$ cat config.mk
export PLATFORM = sky130hd
export DESIGN_NAME = ad7606_emu
export DESIGN_NICKNAME = d
export VERILOG_FILES = /design/src/rtl/ad7606_emu.sv
export SDC_FILE = /design/constraint.sdc
export NUM_CORES = 1
export LEC_CHECK = 0
export ABC_AREA = 1
export CORE_ASPECT_RATIO = 0.6
export CORE_MARGIN = 5
export CORE_UTILIZATION = 59
export DETAILED_ROUTE_END_ITERATION = 7
export GPL_TIMING_DRIVEN = 1
export MAX_ROUTING_LAYER = met4
export PLACE_DENSITY_LB_ADDON = 0.25
export SETUP_SLACK_MARGIN = 0.2
export SLEW_MARGIN = 5
export SYNTH_ARGS = -nofsm -noshare
export SYNTH_HDL_FRONTEND = slang
export SYNTH_SLANG_ARGS = --single-unit
$ cat constraint.sdc
create_clock -name clk -period 3.5 [get_ports clk]
set_clock_uncertainty 0.2 [all_clocks]
set_input_delay 0.35 -clock clk [delete_from_list [all_inputs] [get_ports clk]]
set_output_delay 0.35 -clock clk [all_outputs]
set_load 0.005 [all_outputs]
$ cat src/rtl/ad7606_emu.sv
// Device-side stand-in for the AD7606 parallel interface: CONVST -> BUSY of
// oversampling-scaled length, then eight latched channel words read out on CS/RD strobes.
module ad7606_emu #(
    parameter int CONV_CYCLES = 200,
    parameter int CNT_W       = 16
) (
    input  logic         clk,
    input  logic         rst_n,
    input  logic         cvtA,
    input  logic         cvtB,
    input  logic         cs,
    input  logic         rd,
    input  logic         range,
    input  logic         phy_rst,
    input  logic [2:0]   os,
    input  logic [127:0] sample_in,
    output logic         busy,
    output logic         fdata,
    output logic [15:0]  data_out,
    output logic         rd_err
);

    // state | meaning
    // IDLE  | no conversion since reset; reads ignored
    // CONV  | conversion running, BUSY high; reads flagged as errors
    // READ  | results latched; each RD fall returns the next channel
    typedef enum logic [1:0] {
        IDLE = 2'd0,
        CONV = 2'd1,
        READ = 2'd2
    } state_t;

    state_t           state, state_nxt;
    logic [2:0]       ch_ptr, ch_ptr_nxt;
    logic [CNT_W-1:0] cnt, cnt_nxt;
    logic [15:0]      shadow     [8];
    logic [15:0]      shadow_nxt [8];
    logic             range_lat, range_lat_nxt;
    logic             busy_nxt, fdata_nxt, rd_err_nxt;
    logic [15:0]      data_nxt;
    logic             cvt_q, rd_q;
    logic             cvt_both, start, rd_fall;
    logic [2:0]       os_eff;
    logic [15:0]      ch_word;

    assign cvt_both = cvtA & cvtB;
    assign start    = cvt_both & ~cvt_q;
    assign rd_fall  = ~rd & rd_q & ~cs;
    assign os_eff   = (os == 3'd7) ? 3'd0 : os;

    always_comb begin
        state_nxt     = state;
        ch_ptr_nxt    = ch_ptr;
        cnt_nxt       = cnt;
        range_lat_nxt = range_lat;
        busy_nxt      = busy;
        fdata_nxt     = fdata;
        data_nxt      = data_out;
        rd_err_nxt    = 1'b0;
        ch_word       = '0;
        for (int i = 0; i < 8; i++) begin
            shadow_nxt[i] = shadow[i];
        end

        if (phy_rst) begin
            state_nxt     = IDLE;
            ch_ptr_nxt    = '0;
            cnt_nxt       = '0;
            range_lat_nxt = 1'b0;
            busy_nxt      = 1'b0;
            fdata_nxt     = 1'b0;
            data_nxt      = '0;
            for (int i = 0; i < 8; i++) begin
                shadow_nxt[i] = '0;
            end
        end else if (start && state != CONV) begin
            // a start in READ also beats a coincident read strobe
            state_nxt     = CONV;
            cnt_nxt       = (CNT_W'(CONV_CYCLES) << os_eff) - CNT_W'(1);
            range_lat_nxt = range;
            ch_ptr_nxt    = '0;
            fdata_nxt     = 1'b0;
            busy_nxt      = 1'b1;
        end else begin
            case (state)
                CONV: begin
                    if (rd_fall) begin
                        rd_err_nxt = 1'b1;
                    end
                    if (cnt == '0) begin
                        busy_nxt  = 1'b0;
                        state_nxt = READ;
                        for (int i = 0; i < 8; i++) begin
                            ch_word       = sample_in[i*16 +: 16];
                            shadow_nxt[i] = range_lat ? {ch_word[15], ch_word[15:1]} : ch_word;
                        end
                    end else begin
                        cnt_nxt = cnt - CNT_W'(1);
                    end
                end
                READ: begin
                    if (rd_fall) begin
                        data_nxt   = shadow[ch_ptr];
                        fdata_nxt  = (ch_ptr == 3'd0);
                        ch_ptr_nxt = ch_ptr + 3'd1;
                    end
                end
                default: begin
                end
            endcase
        end
    end

    always_ff @(posedge clk or negedge rst_n) begin
        if (!rst_n) begin
            state     <= IDLE;
            ch_ptr    <= '0;
            cnt       <= '0;
            range_lat <= 1'b0;
            busy      <= 1'b0;
            fdata     <= 1'b0;
            data_out  <= '0;
            rd_err    <= 1'b0;
            cvt_q     <= 1'b0;
            rd_q      <= 1'b0;
            for (int i = 0; i < 8; i++) begin
                shadow[i] <= '0;
            end
        end else begin
            state     <= state_nxt;
            ch_ptr    <= ch_ptr_nxt;
            cnt       <= cnt_nxt;
            range_lat <= range_lat_nxt;
            busy      <= busy_nxt;
            fdata     <= fdata_nxt;
            data_out  <= data_nxt;
            rd_err    <= phy_rst ? 1'b0 : rd_err_nxt;
            cvt_q     <= phy_rst ? 1'b0 : cvt_both;
            rd_q      <= phy_rst ? 1'b0 : rd;
            for (int i = 0; i < 8; i++) begin
                shadow[i] <= shadow_nxt[i];
            end
        end
    end

endmodule

# Word-level counts from Yosys, hierarchy flattened

Index checks and enable logic that the tools add are counted.

Add/subtract/negate cells: 3
$lt $le $gt $ge: 1
Eq/ne operators: 6
Shift-type cells: 1
Muxes and demuxes: 48
Bitwise logic cells: 8
Reductions and logical operators: 17

Operators with widths:

| operator                                             | count |
|---|---|
| 2-to-1 mux 128 bit                                   | 4 |
| 2-to-1 mux 16 bit                                    | 10 |
| 2-to-1 mux 15 bit                                    | 8 |
| binary-select mux 16 bit (select 3 bit)              | 1 |
| zero test 16 bit                                     | 1 |
| 2-to-1 mux 1 bit                                     | 16 |
| << shifter 8 x 3 -> 16 bit (first input constant)    | 1 |
| subtractor 16 x 1 -> 16 bit (second input constant)  | 1 |
| subtractor 16 x 2 -> 16 bit (second input constant)  | 1 |
| 2-to-1 mux 3 bit                                     | 5 |
| nonzero test 3 bit                                   | 4 |
| nonzero test 2 bit                                   | 5 |
| 2-to-1 mux 2 bit                                     | 4 |
| AND reduction 2 bit                                  | 3 |
| AND reduction 3 bit                                  | 2 |
| AND 1 bit                                            | 4 |
| >= comparator 4 bit (second input constant)          | 1 |
| NOT 3 -> 4 bit                                       | 1 |
| adder 3 x 1 -> 3 bit (second input constant)         | 1 |
| equality test 3 bit (second input constant)          | 1 |
| zero test 3 bit                                      | 1 |
| inequality test 3 bit (second input constant)        | 1 |
| NOT 1 bit                                            | 3 |
| equality test 2 x 1 -> 1 bit (second input constant) | 1 |
| 4 further kinds                                      | 4 |

Bits in registers: 171
Input bits: 139

# Logic depth before layout (Yosys ltp)

Gate-level depths: netlist (run 1).

Depth in word-level cells: 8
Depth in mapped cells: 13
Mapped depth without buffers: 13

# Worst setup path before layout (run 1)

No wires, ideal clock.

Path kind: in2reg
Start: input port os[0]
End: register cnt[8]
Library setup time: 0.126 ns
Arrival: 1.687 ns
Data required time: 3.174 ns
Path slack: 1.487 ns
Stages: 12
Buffers on the path: 0
Cells stage by stage: ha_1 -> nand2_1 -> nand2_1 -> ha_1 -> inv_1 -> nand2_1 -> o21ai_0 -> nand3_1 -> nand3_1 -> nand2_1 -> nand2_1 -> o21ai_1

Cells in the longest elaborated chain, start to end: 6

RTL lines:

| element                         | line | text |
|---|---|---|
| start: declaration              | 15   | `input logic [2:0] os,` |
| equality test 3 bit             | 49   | `assign os_eff = (os == 3'd7) ? 3'd0 : os;` |
| 2-to-1 mux 3 bit (*)            | 49   |  |
| << shifter 8 x 3 -> 16 bit (*)  | 79   | `cnt_nxt = (CNT_W'(CONV_CYCLES) << os_eff) - CNT_W'(1);` |
| subtractor 16 x 2 -> 16 bit (*) | 79   |  |
| 2-to-1 mux 16 bit (*)           | 76   | `end else if (start && state != CONV) begin` |
| 2-to-1 mux 16 bit (*)           | 65   | `if (phy_rst) begin` |
| end signal: assignment          | 132  | `cnt <= cnt_nxt;` |
| end: declaration                | 35   | `logic [CNT_W-1:0] cnt, cnt_nxt;` |

Mark *: on every way between the ends. The rest lies on a longest branch, timed or not.
A chain may end at the register's enable or synchronous reset.

# Worst setup path after layout (run 1)

Start: input port os[1]
End: register cnt[8]

The elaborated chain is that of the path after synthesis.

==> impl_metrics.py, run 1 <==
metrics = {
    "status": {
        "status": "complete, no violations",
    },
    "synthesis": {
        "ys_warn_count": 0,
        "synthMuxAreaShare_pct": 11.2,
        "synth.avg_cell_area_um2": 8.73,
        "synth_area_leader_cell": "dfrtp_1",
        "synthXorXnorAreaFrac_pct": 0.261,
        "synthAdderAreaFrac_pct": 1.12,
        "synth_compound_area_share_pct": 19.5,
        "synthArstFlopShare_pct": 100,
        "synth-edff-count": 0,
        "synth_seq_cells": 170,
        "synth_common_cells": "235 x nand2_1, 170 x dfrtp_1, 123 x nor2_1",
        "synth_ff_type": "dfrtp_1",
        "syn-cell-area_um2": 10000,
        "yosys.area_share.simple_pct": 17.9,
        "synth_top_family_by_area": "compound AO/OA/AOI/OAI gates",
        "syn_nets": 1299,
        "yosysMostFrequentCell": "nand2_1",
        "synth_seq_area_share_pct": 42.3,
        "synth_area_leaders": "dfrtp_1 42%, mux2i_1 11%, o21ai_2 9.7%, nand2_1 8.8%, o21ai_0 5.7%",
        "synth_top_area_share_pct": 42.3,
        "synthCells": 1151,
        "ys_types": 34,
    },
    "worst_hold_path": {
        "min-delay-start": "shadow[44]$_DFFE_PN0P_",
        "holdCritPathClass": "register to register",
        "worstHoldEndpoint": "shadow[44]$_DFFE_PN0P_",
        "min_path_cells": 2,
    },
    "route": {
        "drc": 0,
        "wl_per_cell_um": 19.9,
        "vias": 8853,
        "vias_per_cell": 5.82,
        "drt_iter0_drc": 1100,
        "ant_nets": 0,
        "drt_first_pass_iters": 6,
        "wirelength_mm": 30.2,
    },
    "clocking": {
        "cts.sinks": 170,
        "clock_path_buffers": 2,
        "clk_pin_slew_worst_paths_ps": 80,
        "post_cts_resized": 0,
        "numCtsBuffers": 17,
        "cts_root_buffer": "clkbuf_16",
        "cts_tree": "yes",
        "htree_num_levels": 4,
        "clkLatencyLatePin_ps": 430,
    },
    "floorplanning": {
        "dieWidth_um": 178,
        "dieArea_um2": 19800,
        "coreArea_um2": 16900,
        "num_rows": 37,
        "io_pins": 158,
        "die_y_um": 111,
        "start_util_pct": 59.3,
    },
    "cells_and_area": {
        "fin_area_um2": 12200,
        "final_core_util_pct": 72.1,
        "diodes": 0,
        "multiInputGateArea_um2": 5020,
        "drive_gt1_share_pct": 14.8,
        "seq_area_um2": 4260,
        "syn_to_final_growth_pct": 21.6,
        "fillers": 1314,
        "layout.nets": 1422,
    },
    "grt": {
        "grtUsageTotal_pct": 31.5,
        "first_global_vias": 8316,
        "antenna_found_initial": 0,
        "grt_pass1_wl_mm": 47.1,
        "grt_max_degree": 130,
        "grt-ovfl-total": 0,
    },
    "sta": {
        "worst_slew_pin_slew_ps": 794,
        "slew_headroom_pct": 47.0,
        "slew_violations": 0,
        "period_share_pct": 71.9,
        "rsz0062_at_grt": "no",
        "timing.final.crit_period_ps": 2520,
        "hold_viol_final": 0,
        "setup_tns_ps": 0,
        "max_freq_mhz": 397,
        "setup_viol_count_final": 0,
    },
    "place": {
        "io_buffers": 157,
        "gp_congestion": 1.02,
        "place_hpwl_mm": 22.0,
        "placed_area_um2": 11600,
    },
    "critical_path": {
        "crit_type": "input port to register",
        "reg2reg_slack_ps": 1040,
        "critPathArrivalTime_ps": 2630,
        "r2r-start": "cnt[6]$_DFFE_PN0P_",
        "cp_max_fo": 9,
        "crit_required_ps": 3610,
        "end_kind": "register",
        "start_kind": "input port",
        "regToRegEndpoint": "shadow[8]$_DFFE_PN0P_",
        "reg2regPathDepth": 6,
    },
    "power_and_ir_drop": {
        "power_density_nw_per_um2": 433,
        "vdd_ir_drop_max_v": 0.000347,
        "leakagePower_uw": 0.00535,
    },
    "job": {
        "drv_cap": 0,
    },
}
## layout by cell type, fill, tap and decap left out, types with 5 or more instances in the layout
cell type / instances
nand2_1: 235
dfrtp_1: 169
clkdlybuf4s50_1: 156
nor2_1: 123
o21ai_0: 115
mux2i_1: 112
o21ai_2: 111
inv_1: 59
nand3_1: 48
o21ai_1: 23
clkbuf_16: 17
o22ai_1: 12
buf_4: 10
o221ai_1: 9
o211ai_1: 9
ha_1: 9
nor2_2: 8
a21oi_1: 7
buf_12: 7
inv_2: 6
nand2_2: 5
inv_8: 5
## power breakdown
part	total (µW)	switching (µW)	leakage [µW]	internal (µW)
clock network	1930	903	0.000286	1020
logic	1210	749	0.00271	458
registers	2160	108	0.00236	2050
## logic make-up (layout without fill, tap and decap cells)
logic type      after synthesis  in the layout
compound gates              288            288
xor+xnor                      3              3
fa+ha+maj                     9              9
buf+inv                     137            273
flops                       170            170
mux                         112            112
simple gates                432            432
## through the flow
stage	total power [µW]	std cells	setup slack (ps)	hold WS (ps)
floorplan	2920	1151	1490	-146
global placement	3350	1488	678	259
detailed placement	3370	1488	592	262
CTS	5270	1521	1030	282
global route	5520	1521	803	295
finish	5290	1521	983	282
## worst max-delay path: stages
cell	delay [ps]
clkdlybuf4s50_1	550
ha_1	300
nand2_1	130
nand2_1	80
ha_1	230
inv_1	170
nand2_1	120
o21ai_0	300
nand3_1	120
nand3_1	110
nand2_1	50
nand2_1	50
o21ai_1	60
## what timing repair did
action                                 CTS  global route
hold buffers                             1             0
endpoints found under the hold margin   79             0
setup buffers                            0             0
## layer usage
| layer | vias up | GRT usage (%) | share of wire [%] |
|---|---|---|---|
| met5 | - | - | 0 |
| met4 | 0 | 4.55 | 0.70 |
| met3 | 22 | 14.9 | 14 |
| met2 | 463 | 38.3 | 39 |
| met1 | 4224 | 48.0 | 46 |
| li1 | 4144 | - | - |
## how the worst max path moves through the flow
stage,startpoint,end,slack [ps],cells after the start
after floorplan,os[0],cnt[8]$_DFFE_PN0P_,1490,12
after global placement,os[1],cnt[8]$_DFFE_PN0P_,680,13
after detailed placement,os[1],cnt[8]$_DFFE_PN0P_,590,13
after CTS,os[1],cnt[8]$_DFFE_PN0P_,1030,13
after global routing,os[1],cnt[8]$_DFFE_PN0P_,800,13
final,os[1],cnt[8]$_DFFE_PN0P_,980,13
## flip-flops by register name, summed over array words and instances (netlist names)
register	count
state	2
rd_q	1
cnt	16
rd_err	1
data_out	16
shadow	128
range_lat	1
cvt_q	1
fdata	1
ch_ptr	3
## area by class of cell
cell class,instances,area share [%]
clock inverters,15,1.44
repair buffers,175,14.7
flip-flops and latches,170,34.8
well taps,234,2.40
multi-input cells,844,41.1
clock buffers,17,3.48
inverters,66,2.03
(Power assumes the default switching activity.)
==> run 2, diff against run 1 <==
--- a/config.mk
+++ b/config.mk
@@ -8,7 +8,7 @@
 export ABC_AREA = 1
 export CORE_ASPECT_RATIO = 0.6
 export CORE_MARGIN = 5
-export CORE_UTILIZATION = 59
+export CORE_UTILIZATION = 49
 export DETAILED_ROUTE_END_ITERATION = 7
 export GPL_TIMING_DRIVEN = 1
 export MAX_ROUTING_LAYER = met4
==> constraint.sdc (replaced) <==
create_clock -name clk -period 2.17 [get_ports clk]
set_clock_uncertainty 0.2 [all_clocks]
set_input_delay 0.217 -clock clk [delete_from_list [all_inputs] [get_ports clk]]
set_output_delay 0.217 -clock clk [all_outputs]
set_load 0.005 [all_outputs]
==> impl_metrics.py, run 2 (same netlist as run 1, synthesis figures left out) <==
metrics = {
    "route": {
        "wirelength_mm": 32.9,
        "ant_nets": 0,
        "vias": 9162,
        "vias_per_cell": 5.62,
        "drc": 0,
        "drt_iter0_drc": 935,
        "wl_per_cell_um": 20.2,
        "drt_first_pass_iters": 6,
    },
    "floorplanning": {
        "num_rows": 40,
        "die_y_um": 121,
        "coreArea_um2": 20100,
        "io_pins": 158,
        "start_util_pct": 50.1,
        "dieWidth_um": 195,
        "dieArea_um2": 23600,
    },
    "grt": {
        "first_global_vias": 8725,
        "antenna_found_initial": 0,
        "grt-ovfl-total": 0,
        "grt_max_degree": 54,
        "grtUsageTotal_pct": 28.5,
        "grt_pass1_wl_mm": 50.7,
    },
    "status": {
        "status": "complete, no violations",
    },
    "clocking": {
        "clk_pin_slew_worst_paths_ps": 70,
        "clkLatencyLatePin_ps": 440,
        "htree_num_levels": 4,
        "clock_path_buffers": 2,
        "cts.sinks": 170,
        "cts_root_buffer": "clkbuf_16",
        "cts_tree": "yes",
        "numCtsBuffers": 17,
    },
    "sta": {
        "hold_viol_final": 0,
        "slew_violations": 0,
        "period_share_pct": 90.3,
        "timing.final.crit_period_ps": 1960,
        "rsz0062_at_grt": "yes",
        "slew_headroom_pct": 62.7,
        "holdWs_ps": 58.9,
        "setup_viol_count_final": 0,
        "max_freq_mhz": 510,
        "worst_slew_pin_slew_ps": 557,
    },
    "place": {
        "place_inst": 1591,
        "io_buffers": 157,
        "place_hpwl_mm": 25.0,
        "gp_congestion": 0.954,
    },
    "cells_and_area": {
        "stdcell_count": 1629,
        "multiInputGateArea_um2": 5090,
        "seq_area_um2": 4260,
        "reg_top3": "shadow: 128 flops, cnt: 16 flops, data_out: 16 flops",
        "final_cell_mix": "233 x nand2_1, 168 x dfrtp_1, 156 x clkdlybuf4s50_1",
        "top_register": "shadow",
        "drive_gt1_share_pct": 19.8,
        "syn_to_final_growth_pct": 30.8,
        "largest_reg_flops": 128,
        "diodes": 0,
        "fillers": 1641,
        "final_core_util_pct": 65.5,
        "mostFrequentLayoutCell": "nand2_1",
        "layout.nets": 1491,
    },
    "critical_path": {
        "crit_type": "register to register",
        "start_kind": "register",
        "critPathArrivalTime_ps": 2060,
        "crit_required_ps": 2270,
        "cp_slowest_cell": "dfrtp_2",
        "reg2reg_slack_ps": 210,
        "worst_path_largest_cell_delay_ps": 440,
        "end_kind": "register",
        "path_cells": "inv_1 -> buf_12 -> o21ai_0 -> o211ai_1 -> nand3_1 -> o21ai_1",
        "path_delay_family": "compound AO/OA/AOI/OAI gates",
        "cp_max_fo": 32,
        "crit_buf_inv": 2,
    },
    "power_and_ir_drop": {
        "p_seq_share_pct": 37.7,
        "p_sw_share_pct": 30.2,
        "p_sw_uw": 2790,
        "vdd_ir_drop_max_v": 0.000560,
        "leakagePower_uw": 0.00581,
        "combPwrFrac_pct": 23.8,
        "internal_power_uw": 6450,
        "pwr-share-clk_pct": 38.5,
        "power_density_nw_per_um2": 703,
    },
    "job": {
        "drv_cap": 0,
    },
    "worst_hold_path": {
        "holdCritPathClass": "input port to async pin",
    },
}
-- run 2: cell count changes in the layout (fill, tap and decap cells not counted), sizes merged --
| cell | previous run | this run |
|---|---|---|
| clkbuf | 17 | 23 |
| clkinv | 4 | 2 |
| buf | 18 | 86 |
| bufinv | 1 | 6 |
| inv | 73 | 65 |
-- run 2: path summary, 6_finish.rpt --
check,startpoint,depth (start not counted),to
hold / removal,rst_n,2,shadow[25]$_DFFE_PN0P_
hold reg to reg,shadow[44]$_DFFE_PN0P_,2,shadow[44]$_DFFE_PN0P_
min in group clk,sample_in[127],3,shadow[15]$_DFFE_PN0P_
setup / recovery,ch_ptr[0]$_DFFE_PN0P_,6,data_out[4]$_DFFE_PN0P_
max in group asynchronous,rst_n,3,shadow[111]$_DFFE_PN0P_
setup reg to reg,ch_ptr[0]$_DFFE_PN0P_,6,data_out[4]$_DFFE_PN0P_
-- run 2: repair_timing --
item                                    4_1_cts  5_1_grt
hold endpoints to repair                    170        0
endpoints found under the setup margin       76      110
setup buffers                                 1        4
pin swaps                                     1        3
resized for setup                             7       19
hold buffers                                  1        0
-- run 2: final cells by class --
cell class | count | share of cell area (%)
clock inverters | 10 | 1.62
multi-input cells | 844 | 38.7
repair buffers | 244 | 19.2
flip-flops and latches | 170 | 32.4
clock buffers | 22 | 3.53
inverters | 66 | 1.91
well taps | 273 | 2.60
-- run 2: metal layers --
layer	track usage, %	vias to the layer above	part of all wire, %
met3	9.93	19	12
met4	3.79	0	0.59
met1	44.5	4382	49
met5	-	-	0
li1	-	4294	-
met2	35.9	467	39
-- run 2: power groups by stage --
stage | logic (µW) | clock network [µW] | registers [µW]
finish | 2200 | 3560 | 3480
global route | 2400 | 3700 | 3500
CTS | 2110 | 3560 | 3460
detailed placement | 2090 | 0 | 3510
global placement | 2070 | 0 | 3520
floorplan | 1240 | 0 | 3470
-- run 2: worst register-to-register path: stages (launching register included) --
cell and delay, ps:
dfrtp_2 440, inv_1 130, buf_12 190, o21ai_0 430, o211ai_1 220, nand3_1 150, o21ai_1 70
-- run 2: metrics by stage --
step / TNS, ps / total power, µW / setup WS (ps) / cell area, µm²
after CTS: 0 / 9130 / 202 / 13000
after global routing: 0 / 9600 / 133 / 13100
final: 0 / 9240 / 210 / 13100
after global placement: -946 / 5590 / -208 / 12300
after detailed placement: -1690 / 5600 / -245 / 12300
after floorplan: 0 / 4710 / 290 / 10000
==> run 3, diff against run 2 <==
--- a/config.mk
+++ b/config.mk
@@ -14,6 +14,7 @@
 export MAX_ROUTING_LAYER = met4
 export PLACE_DENSITY_LB_ADDON = 0.25
 export SETUP_SLACK_MARGIN = 0.2
+export SKIP_CTS_REPAIR_TIMING = 1
 export SLEW_MARGIN = 5
 export SYNTH_ARGS = -nofsm -noshare
 export SYNTH_HDL_FRONTEND = slang
==> impl_metrics.py, run 3 (same netlist as run 1, synthesis figures left out) <==
metrics = {
    "clocking": {
        "cts_tree": "yes",
        "numCtsBuffers": 17,
        "cts_root_buffer": "clkbuf_16",
        "clk_pin_slew_worst_paths_ps": 70,
        "htree_num_levels": 4,
        "clock_path_buffers": 2,
        "cts.sinks": 170,
        "clkLatencyLatePin_ps": 440,
    },
    "route": {
        "wirelength_mm": 33.0,
        "drt-met1-wl_mm": 16.2,
        "top_layer": "met4",
        "routed-wl-met2_mm": 12.7,
        "wl_per_cell_um": 20.2,
        "ant_nets": 0,
        "wl_met3_mm": 3.84,
        "drt_iter0_drc": 1031,
        "vias": 9153,
        "vias_per_cell": 5.60,
        "drc": 0,
        "drt_first_pass_iters": 7,
    },
    "cells_and_area": {
        "syn_to_final_growth_pct": 31.6,
        "stdcell_count": 1635,
        "diodes": 0,
        "layout.nets": 1497,
        "reg_top3": "shadow: 128 flops, cnt: 16 flops, data_out: 16 flops",
        "final_core_util_pct": 65.9,
        "top_register": "shadow",
        "final_cell_mix": "231 x nand2_1, 168 x dfrtp_1, 156 x clkdlybuf4s50_1",
        "drive_gt1_share_pct": 20.5,
        "largest_reg_flops": 128,
        "mostFrequentLayoutCell": "nand2_1",
    },
    "place": {
        "place_hpwl_mm": 25.0,
        "gp_congestion": 0.954,
        "io_buffers": 157,
        "place_inst": 1591,
    },
    "job": {
        "drv_cap": 0,
    },
    "sta": {
        "period_share_pct": 89.8,
        "hold_viol_final": 0,
        "max_freq_mhz": 513,
        "timing.final.crit_period_ps": 1950,
        "slew_headroom_pct": 64.3,
        "worst_slew_pin_slew_ps": 532,
        "setup_viol_count_final": 0,
        "slew_violations": 0,
        "rsz0062_at_grt": "yes",
    },
    "critical_path": {
        "r2r-start": "ch_ptr[0]$_DFFE_PN0P_",
        "crit_type": "register to register",
        "regToRegEndpoint": "data_out[4]$_DFFE_PN0P_",
        "reg2reg_slack_ps": 220,
        "critPathArrivalTime_ps": 2060,
        "reg2regPathDepth": 6,
        "start_kind": "register",
        "crit_start": "ch_ptr[0]$_DFFE_PN0P_",
        "end_kind": "register",
        "crit_required_ps": 2280,
        "cp_max_fo": 32,
    },
    "floorplanning": {
        "dieArea_um2": 23600,
        "die_y_um": 121,
        "coreArea_um2": 20100,
        "io_pins": 158,
        "dieWidth_um": 195,
        "start_util_pct": 50.1,
        "num_rows": 40,
    },
    "power_and_ir_drop": {
        "vdd_ir_drop_max_v": 0.000563,
        "p_sw_share_pct": 30.2,
        "combPwrFrac_pct": 24.3,
        "p_seq_share_pct": 37.5,
        "pwr-share-clk_pct": 38.2,
        "p_sw_uw": 2810,
        "power_density_nw_per_um2": 703,
        "internal_power_uw": 6490,
        "leakagePower_uw": 0.00584,
    },
    "grt": {
        "first_global_vias": 8709,
        "grtUsageTotal_pct": 28.4,
        "grt_max_degree": 54,
        "grt-ovfl-total": 0,
        "antenna_found_initial": 0,
        "grt_pass1_wl_mm": 50.6,
    },
    "worst_hold_path": {
        "holdCritPathClass": "input port to async pin",
    },
    "status": {
        "status": "complete, no violations",
    },
}
[run 3: cell count changes in the layout (fill, tap and decap cells not counted), sizes merged]
cell	previous run	this run
buf	86	93
clkbuf	23	22
[run 3: layout make-up]
class / count / area, µm²
inverter: 66 / 251
fill: 1629 / 6850
timing repair buffer: 250 / 2570
tap: 273 / 342
sequential: 170 / 4260
clock buffer: 22 / 464
multi-input combinational: 844 / 5120
clock inverter: 10 / 213
[run 3: how the worst max path moves through the flow]
| stage | to | cells past startpoint |
|---|---|---|
| 5_1_grt | cnt[7]$_DFFE_PN0P_ | 9 |
| 6_report | data_out[4]$_DFFE_PN0P_ | 6 |
| 4_1_cts | data_out[10]$_DFFE_PN0P_ | 6 |
| 3_5_place_dp | cnt[8]$_DFFE_PN0P_ | 13 |
| 3_3_place_gp | cnt[8]$_DFFE_PN0P_ | 13 |
| 2_1_floorplan | cnt[8]$_DFFE_PN0P_ | 12 |
[run 3: through the flow]
step                cell area, µm²  worst slack [ps]  power, µW  hold slack [ps]  TNS, ps
floorplan                    10000               290       4710             -279        0
global placement             12300              -208       5590            -53.8     -946
detailed placement           12300              -245       5600            -43.9    -1690
CTS                          13000              95.3       9130             -502        0
global route                 13200               170       9660              110        0
finish                       13200               221       9300             57.2        0
[run 3: power groups by stage]
stage          registers [µW]  clock network, µW  logic [µW]
2_1_floorplan            3470                  0        1240
3_3_place_gp             3520                  0        2070
3_5_place_dp             3510                  0        2090
4_1_cts                  3460               3560        2100
5_1_grt                  3500               3700        2460
6_report                 3490               3550        2260
[run 3: critical path, cell delays in order, from the launching register on]
cell,delay (ps)
dfrtp_2,450
inv_1,130
buf_12,190
o21ai_0,410
o211ai_1,210
nand3_1,150
o21ai_1,70
[run 3: metal layers]
| metal | global-route usage, % | vias up |
|---|---|---|
| met3 | 9.93 | 24 |
| met5 | - | - |
| met2 | 35.7 | 446 |
| li1 | - | 4310 |
| met1 | 44.4 | 4373 |
| met4 | 3.79 | 0 |
